`config.mk`:
```
export PLATFORM = sky130hd
export DESIGN_NAME = memory_access_unit
export DESIGN_NICKNAME = d
export VERILOG_FILES = /design/src/rtl/memory_access_unit.sv
export SDC_FILE = /design/constraint.sdc
export NUM_CORES = 1
export LEC_CHECK = 0
export BUFFER_PORTS_ARGS = -buffer_cell sky130_fd_sc_hd__buf_2
export CAP_MARGIN = 10
export CORE_ASPECT_RATIO = 1.2
export CORE_UTILIZATION = 44
export CTS_CLUSTER_SIZE = 16
export DETAILED_ROUTE_END_ITERATION = 10
export GPL_ROUTABILITY_DRIVEN = 0
export PLACE_DENSITY = 0.81
export RECOVER_POWER = 100
export SETUP_SLACK_MARGIN = 0.5
export SYNTH_ARGS = -nofsm -noshare
export SYNTH_HDL_FRONTEND = slang
export SYNTH_SLANG_ARGS = --single-unit
```
`constraint.sdc`:
```
create_clock -name clk -period 1.8 [get_ports clk]
set_input_delay 0.36 -clock clk [delete_from_list [all_inputs] [get_ports clk]]
set_output_delay 0.36 -clock clk [all_outputs]
set_load 0.02 [all_outputs]
```
`src/rtl/memory_access_unit.sv`:
```
// ----------------------------------------------------------------------------
// memory_access_unit
//
// Memory-stage load/store engine. It sits between the execute/memory and the
// memory/writeback pipeline latches. The access latched in M becomes a
// request/ready handshake on the data-memory port, and the pipeline is stalled
// until that handshake completes.
//
// Stores get byte strobes and lane-replicated write data. Loads get their byte
// or halfword lane extracted and then sign- or zero-extended. A 16-bit
// wait-cycle counter aborts a request that never completes.
//
// Optional feature:
//   MEM_MISALIGN_TRAP_EN -- when defined, misaligned H/HU/W accesses are trapped:
//                           no request is issued and MisalignM pulses in DONE.
//                           When undefined, the low address bits are ignored
//                           for H and W, which forces the access aligned.
//
// Parameters:
//   TIMEOUT_CYCLES  maximum REQ cycles before a bus error (1..65535)
//
// Ports:
//   clk, rst_n       clock (rising edge), asynchronous active-low reset
//   MemWriteM        store access in M
//   ResultSrcM       2'b01 marks a load
//   ALUResultM       byte address
//   WriteDataM       right-justified store data
//   funct3M          size/sign: 000 B, 001 H, 010 W, 100 BU, 101 HU
//   mem_req          request valid, held until accepted
//   mem_we           1 = write
//   mem_addr         word-aligned address
//   mem_wdata        lane-replicated store data
//   mem_wstrb        byte enables (zero on reads)
//   mem_rdata        read word, valid with mem_ready
//   mem_ready        access accepted/completed this cycle
//   ReadDataM        extended load result, valid in DONE
//   StallM           holds the front of the pipeline through M
//   MisalignM        one-cycle misalignment flag (DONE only)
//   BusErrM          one-cycle timeout flag (DONE only)
// ----------------------------------------------------------------------------
module memory_access_unit #(
    parameter int unsigned TIMEOUT_CYCLES = 255
) (
    input  logic        clk,
    input  logic        rst_n,
    input  logic        MemWriteM,
    input  logic [1:0]  ResultSrcM,
    input  logic [31:0] ALUResultM,
    input  logic [31:0] WriteDataM,
    input  logic [2:0]  funct3M,
    output logic        mem_req,
    output logic        mem_we,
    output logic [31:0] mem_addr,
    output logic [31:0] mem_wdata,
    output logic [3:0]  mem_wstrb,
    input  logic [31:0] mem_rdata,
    input  logic        mem_ready,
    output logic [31:0] ReadDataM,
    output logic        StallM,
    output logic        MisalignM,
    output logic        BusErrM
);

    // The counter value seen in the last REQ cycle that may still wait. Reaching
    // it without ready ends REQ after exactly TIMEOUT_CYCLES cycles.
    localparam logic [15:0] TimeoutLast = 16'(TIMEOUT_CYCLES - 1);

    typedef enum logic [1:0] {
        StIdle,
        StReq,
        StDone
    } state_e;

    state_e      state_q, state_d;
    logic [15:0] cnt_q, cnt_d;
    logic [31:0] rdata_q, rdata_d;
    logic        misalign_q, misalign_d;
    logic        buserr_q, buserr_d;

    logic        access;
    logic        is_byte;
    logic        is_half;
    logic        is_word;
    logic        is_unsigned;
    logic        misaligned;
    logic [7:0]  byte_lane;
    logic [15:0] half_lane;
    logic [31:0] load_ext;
    logic [3:0]  wstrb;

    // ------------------------------------------------------------------------
    // Access decode
    // ------------------------------------------------------------------------
    assign access = MemWriteM | (ResultSrcM == 2'b01);

    // Size comes from funct3[1:0]. The undefined encodings 011, 110 and 111 all
    // fall through to word.
    assign is_byte     = (funct3M[1:0] == 2'b00);
    assign is_half     = (funct3M[1:0] == 2'b01);
    assign is_word     = ~is_byte & ~is_half;
    assign is_unsigned = funct3M[2];

`ifdef MEM_MISALIGN_TRAP_EN
    assign misaligned = (is_half & ALUResultM[0]) | (is_word & (ALUResultM[1:0] != 2'b00));
`else
    assign misaligned = 1'b0;
`endif

    // ------------------------------------------------------------------------
    // Load lane extraction and extension
    // ------------------------------------------------------------------------
    always_comb begin
        byte_lane = mem_rdata[7:0];
        unique case (ALUResultM[1:0])
            2'b00: byte_lane = mem_rdata[7:0];
            2'b01: byte_lane = mem_rdata[15:8];
            2'b10: byte_lane = mem_rdata[23:16];
            2'b11: byte_lane = mem_rdata[31:24];
            default: byte_lane = mem_rdata[7:0];
        endcase
    end

    // addr[0] is ignored for halfwords, which forces the halfword aligned.
    assign half_lane = ALUResultM[1] ? mem_rdata[31:16] : mem_rdata[15:0];

    always_comb begin
        load_ext = mem_rdata;
        if (is_byte) begin
            load_ext = {{24{~is_unsigned & byte_lane[7]}}, byte_lane};
        end else if (is_half) begin
            load_ext = {{16{~is_unsigned & half_lane[15]}}, half_lane};
        end
    end

    // ------------------------------------------------------------------------
    // Store strobes and lane-replicated write data
    // ------------------------------------------------------------------------
    always_comb begin
        wstrb     = 4'b1111;
        mem_wdata = WriteDataM;
        if (is_byte) begin
            wstrb     = 4'b0001 << ALUResultM[1:0];
            mem_wdata = {4{WriteDataM[7:0]}};
        end else if (is_half) begin
            wstrb     = 4'b0011 << {ALUResultM[1], 1'b0};
            mem_wdata = {2{WriteDataM[15:0]}};
        end
    end

    assign mem_wstrb = MemWriteM ? wstrb : 4'b0000;
    assign mem_we    = MemWriteM;
    assign mem_addr  = {ALUResultM[31:2], 2'b00};

    // ------------------------------------------------------------------------
    // State register
    // ------------------------------------------------------------------------
    always_ff @(posedge clk or negedge rst_n) begin
        if (!rst_n) begin
            state_q    <= StIdle;
            cnt_q      <= 16'd0;
            rdata_q    <= 32'd0;
            misalign_q <= 1'b0;
            buserr_q   <= 1'b0;
        end else begin
            state_q    <= state_d;
            cnt_q      <= cnt_d;
            rdata_q    <= rdata_d;
            misalign_q <= misalign_d;
            buserr_q   <= buserr_d;
        end
    end

    // ------------------------------------------------------------------------
    // Next-state logic
    // ------------------------------------------------------------------------
    // The flags default to 0 and are set only on the transition into DONE.
    // DONE always returns to IDLE, so each flag is high for exactly one cycle.
    always_comb begin
        state_d    = state_q;
        cnt_d      = cnt_q;
        rdata_d    = rdata_q;
        misalign_d = 1'b0;
        buserr_d   = 1'b0;
        unique case (state_q)
            StIdle: begin
                if (access) begin
                    if (misaligned) begin
                        state_d    = StDone;
                        misalign_d = 1'b1;
                        rdata_d    = 32'd0;
                    end else begin
                        state_d = StReq;
                        cnt_d   = 16'd0;
                    end
                end
            end
            StReq: begin
                if (mem_ready) begin
                    state_d = StDone;
                    rdata_d = load_ext;
                end else begin
                    cnt_d = cnt_q + 16'd1;
                    if (cnt_q >= TimeoutLast) begin
                        state_d  = StDone;
                        buserr_d = 1'b1;
                        rdata_d  = 32'd0;
                    end
                end
            end
            StDone: begin
                state_d = StIdle;
            end
            default: begin
                state_d = StIdle;
            end
        endcase
    end

    // ------------------------------------------------------------------------
    // Outputs
    // ------------------------------------------------------------------------
    always_comb begin
        mem_req = 1'b0;
        StallM  = 1'b0;
        unique case (state_q)
            StIdle: StallM = access;
            StReq: begin
                mem_req = 1'b1;
                StallM  = 1'b1;
            end
            StDone: StallM = 1'b0;
            default: StallM = 1'b0;
        endcase
    end

    assign ReadDataM = rdata_q;
    assign MisalignM = misalign_q;
    assign BusErrM   = buserr_q;

endmodule

```
==> results of run 1 <==
## cell families (layout without fill, tap and decap cells)
kind of cell               Yosys count  count (layout)  share of synthesized area (%)
other                                1               3                          0.105
adders and majority gates            2               2                          0.703
xor gates and xnor gates             1               1                          0.246
DFF                                 51              51                           35.9
buffers and inverters               76             228                           12.9
AOI/OAI and AO/OA                  122             122                           24.2
muxes                               33              33                           9.99
and+or+nand+nor                     98              98                           16.0
## cells in the final DEF, fill, tap and decap left out, drive strengths merged, types with 10 or more instances in the layout
cell type	Yosys	layout
buf	51	144
clkbuf	16	73
dfrtp	51	51
a21oi	32	32
nor2b	27	27
o2bb2ai	23	23
o21ai	22	22
mux2	17	17
mux2i	16	16
nand2	15	15
o31ai	10	10
## flip-flops by register name (all words and copies together), names as in the netlist
signal,flops
state_q,2
BusErrM,1
cnt_q,16
ReadDataM,32
## worst reg2reg max path: cells and delay by family, from the launching register on
kind	cells	cell delay, ps
buffers and inverters	3	480
and+or+nand+nor	1	480
DFF	1	460
AOI/OAI and AO/OA	2	240
## through the flow
step / util, % / setup slack, ps / instance area (um2) / std cells
2_1_floorplan: - / 222 / 4050 / 386
3_3_place_gp: 57.5 / 132 / 4450 / 574
3_5_place_dp: 57.5 / 65.9 / 4450 / 574
4_1_cts: 68.6 / 116 / 5320 / 616
5_1_grt: 68.0 / 17.7 / 5270 / 630
6_report: 68.0 / 55.1 / 5270 / 630
## timing repair
item	4_1_cts	5_1_grt
buffers inserted	30	10
setup endpoints to repair	79	82
cloned	5	4
hold buffers	0	0
hold endpoints to repair	0	0
gates resized for setup	112	30
pin swaps	17	11
## power by group
group / total (uW) / switching [uW] / internal [uW]
Combinational: 2850 / 1590 / 1260
Clock: 792 / 383 / 408
Sequential: 1830 / 300 / 1530
## per-layer routing
metal	up-vias	part of all wire, %	track usage (%)
met5	-	0	0
met4	0	4.6	12.9
met3	54	6.6	6.31
met2	210	51	49.9
met1	1844	38	32.2
li1	1687	-	-
## final cells by class
cell class / count / area, um2 / share of cell area, %
multi-input combinational: 259 / 2200 / 41.6
timing repair buffer: 212 / 1550 / 29.3
inverter: 9 / 33.8 / 0.641
clock buffer: 6 / 72.6 / 1.38
sequential: 51 / 1280 / 24.2
clock inverter: 1 / 30.0 / 0.569
tap: 92 / 115 / 2.18
## path summary, 6_finish.rpt
kind / start / endpoint / slack, ps / cells past startpoint
setup reg to reg: state_q[0] / cnt_q[12] / 60 / 6
min in group clk: mem_rdata[1] / ReadDataM[1] / 340 / 3
max in group asynchronous: rst_n / state_q[1] / 350 / 2
setup / recovery: funct3M[1] / mem_wstrb[3] / 60 / 6
hold reg to reg: ReadDataM[5] / ReadDataM[5] / 500 / 1
hold / removal: rst_n / ReadDataM[12] / 300 / 1
==> impl_metrics.yaml, run 1 <==
hold_path:
  hp-class: "input pin to asynchronous set/reset pin"
timing:
  holdWs_ps: 295
  max_freq_ghz: 0.573
  tightest_slew_ps: 1250
  final_hold_viol_count: 0
  drv_slew: 0
  setup_tns_ps: 0
  clock_skew_ps: 12.8
  relSlewSlack_pct: 16.9
  rsz0062_at_grt: "yes"
  period_share_pct: 96.9
  setup_viol: 0
  period_minus_slack_ps: 1740
critical_path:
  critPathRequiredTime_ps: 1440
  crit_family: "buffers and inverters"
  arrival_ps: 1380
  slowest_stage: "a21oi_1"
  crit_path_end_kind: "output pin"
  max_stage_delay_ps: 270
  path_buf_inv: 4
  critPathLaunchType: "input pin"
  path_class: "input pin to output pin"
  path_max_fanout: 6
  crit_chain: "buf_12 -> clkbuf_2 -> buf_16 -> a21oi_1 -> nor2b_4 -> buf_2"
pwr:
  powerDensity_nw_per_um2: 1040
  total_power_uw: 5480
  p_leak_uw: 0.00231
  peakVddDrop_mv: 0.787
logic_synthesis:
  yosys-top-cells-area: "dfrtp_1 (36%), buf_4 (9.3%), o2bb2ai_1 (5.7%)"
  synth_top_cell_by_area: "dfrtp_1"
  yosysTopAreaCellShare_pct: 35.9
  dominantRegCellSynth: "dfrtp_1"
  synth_edf_count: 0
  synth.most_common_cell: "dfrtp_1"
  syn_area_um2: 3560
  ys.warnings.count: 0
  ys_seq_area_share_pct: 35.9
  ys_ff_latch: 51
  yosys-top-cells-count: "dfrtp_1 (51), buf_4 (44), a21oi_1 (32)"
  synth.avg_cell_area_um2: 9.27
  post_synth_num_cell_types: 49
  postSynthCellCount: 384
  async_flop_share_pct: 100
die:
  initial_core_util_pct: 45.9
  fp.dieW_um: 84.1
  die_area_um2: 8450
  io_pins: 210
  rows: 35
  core_um2: 7750
  dieHeight_um: 101
clock_network:
  root_buffer: "clkbuf_8"
  clockBufferDepth: 2
  clkLatencyLatePin_ps: 310
  cts_made_buffers: 5
  h-tree-depth: 2
  clk_pin_slew_ps: 100
  tritoncts: "done"
  cts_sinks: 51
place:
  hpwl_um: 7590
  place.port_buffers: 146
global_routing:
  grt_max_degree: 30
  antenna_found_initial: 0
  grt.total_usage_pct: 28.0
  grt.overflow.total: 0
  grt_pass1_vias: 3795
  grt_first_pass_wirelength_um: 18800
final_layout:
  area_growth_pct: 48.2
  drive_above_1_share_pct: 43.5
  nets: 645
  diodes: 0
  n_fill_cell: 564
outcome:
  violations: "design-rule violations"
  status: "finished, violations left"
route:
  finalWirelength_um: 13100
  routedWlPerCell_um: 20.8
  ant_nets: 0
  firstDrtPassIters: 7
  vias: 3795
  vias_per_cell: 6.02
  first_iter_violations: 255
  drc: 8
run:
  max_cap_violations: 0
Note: power is estimated with default switching activity, not from simulation.
==> run 2, diff against run 1 <==
Settings changed: CELL_PAD_IN_SITES_DETAIL_PLACEMENT set to 1, CELL_PAD_IN_SITES_GLOBAL_PLACEMENT set to 1, CORE_UTILIZATION 44 to 31, PLACE_DENSITY 0.81 to unset, PLACE_DENSITY_LB_ADDON set to 0.1.
==> impl_metrics.yaml, run 2 (synthesis results as in run 1) <==
outcome:
  status: "finished, final reports clean"
route:
  firstDrtPassIters: 5
  ant_nets: 0
  vias: 3566
  route.met3.wl_um: 561
  finalWirelength_um: 13300
  highest_layer: "met4"
  first_iter_violations: 92
  wl_met1_um: 5210
  routedWlPerCell_um: 19.4
  wl_met2_um: 7300
  vias_per_cell: 5.19
  drc: 0
global_routing:
  grt.total_usage_pct: 22.6
  grt_pass1_vias: 3797
  grt.overflow.total: 0
  antenna_found_initial: 0
  grt_max_degree: 29
  grt_first_pass_wirelength_um: 20800
final_layout:
  n_fill_cell: 1236
  final_core_util_pct: 49.2
  largest_reg_flops: 32
  nets: 639
  area_growth_pct: 53.3
  final_common_cell: "buf_2"
  diodes: 0
  instances_no_fill: 687
  drive_above_1_share_pct: 44.1
  final_cell_mix: "buf_2 (69), clkbuf_1 (61), dfrtp_1 (50)"
pwr:
  power.switching_uw: 2350
  clockPowerShare_pct: 18.2
  seq_power_share_pct: 32.1
  p_leak_uw: 0.00229
  p_comb_share_pct: 49.7
  powerDensity_nw_per_um2: 1050
  swShare_pct: 41.1
  peakVddDrop_mv: 0.513
  p_int_uw: 3360
timing:
  tightest_slew_ps: 817
  drv_slew: 0
  relSlewSlack_pct: 45.6
  rsz0062_at_grt: "yes"
  fin_ws_ps: 70.6
  max_freq_ghz: 0.578
  period_minus_slack_ps: 1730
  final_hold_viol_count: 0
  clock_skew_ps: 7.52
  setup_viol: 0
  period_share_pct: 96.1
critical_path:
  crit_family: "buffers and inverters"
  critPathRequiredTime_ps: 1440
  rr_startpoint: "cnt_q[0]"
  arrival_ps: 1370
  crit_path_end_kind: "output pin"
  path_common_cell: "clkbuf_1"
  critPathLaunch: "MemWriteM"
  max_stage_delay_ps: 540
  critPathLaunchType: "input pin"
  slowest_stage: "clkbuf_1"
  crit_chain: "clkbuf_1 -> o21a_4 -> clkbuf_1"
  path_buf_inv: 2
  path_class: "input pin to output pin"
  path_max_fanout: 11
place:
  place.port_buffers: 146
  hpwl_um: 8890
  dp.cells: 639
  post-place-ws_ps: -7.11
die:
  dieHeight_um: 119
  core_um2: 11100
  fp.dieW_um: 99.8
  initial_core_util_pct: 32.1
  io_pins: 210
  rows: 42
  die_area_um2: 11900
run:
  max_cap_violations: 0
clock_network:
  tritoncts: "done"
  clk_pin_slew_ps: 70
  root_buffer: "clkbuf_16"
  h-tree-depth: 2
  cts_sinks: 51
  clkLatencyLatePin_ps: 290
  clockBufferDepth: 2
  cts_made_buffers: 5
hold_path:
  hp-class: "input pin to flop"
  min_from: "mem_rdata[0]"
[run 2: cell count changes in the layout (fill, tap and decap cells not counted), sizes merged]
cell	previous run	this run
bufinv	1	0
inv	9	8
dlygate4sd3	0	1
buf	144	137
clkinvlp	0	2
clkbuf	73	74
[run 2: final timing paths]
kind                       slack (ps)  cells past startpoint       endpoint
max                                70                      3   mem_wstrb[1]
min                               360                      3   ReadDataM[0]
max reg2reg                       100                      6      cnt_q[12]
min reg2reg                       490                      1  ReadDataM[27]
max in group asynchronous         290                      3   ReadDataM[0]
min in group asynchronous         670                      2       cnt_q[4]
[run 2: stage by stage]
step / total power (uW) / setup TNS, ps / hold slack (ps) / instance area (um2)
detailed placement: 4290 / -7.11 / 277 / 4570
finish: 5710 / 0 / 358 / 5460
CTS: 5760 / 0 / 351 / 5470
global route: 6010 / 0 / 371 / 5460
floorplan: 3550 / 0 / 64.4 / 4050
global placement: 4260 / 0 / 267 / 4570
[run 2: what timing repair did]
item / in CTS / in global routing
gates resized for setup: 111 / 39
endpoints found under the setup margin: 80 / 81
pin swaps: 17 / 15
hold buffers: 1 / 0
gates cloned: 5 / 2
buffers inserted: 27 / 5
hold endpoints to repair: 10 / 0
[run 2: area by class of cell]
class	instances	area, um2	share of cell area, %
Clock inverter	1	7.51	0.138
Sequential cell	51	1280	23.4
Timing Repair Buffer	206	1500	27.5
Tap cell	154	193	3.53
Multi-Input combinational cell	259	2290	42.0
Clock buffer	7	153	2.80
Inverter	9	35.0	0.642
[run 2: power by group through the flow]
stage	sequential [uW]	combinational, uW	clock, uW
3_5_place_dp	1830	2460	0
4_1_cts	1820	2880	1060
5_1_grt	1880	3030	1100
6_report	1830	2830	1040
3_3_place_gp	1830	2430	0
2_1_floorplan	2220	1330	0
[run 2: metal layers]
| metal | global-route usage (%) | vias up |
|---|---|---|
| met5 | 0 | - |
| met4 | 6.99 | 0 |
| met3 | 4.81 | 20 |
| met2 | 40.7 | 97 |
| met1 | 26.3 | 1773 |
| li1 | - | 1676 |
[run 2: worst reg2reg max path: cells and delay by family (launching register included)]
kind / cells / cell delay (ps)
adders and majority gates: 1 / 190
AOI/OAI and AO/OA: 2 / 230
and+or+nand+nor: 2 / 620
DFF: 1 / 390
buffers and inverters: 1 / 190
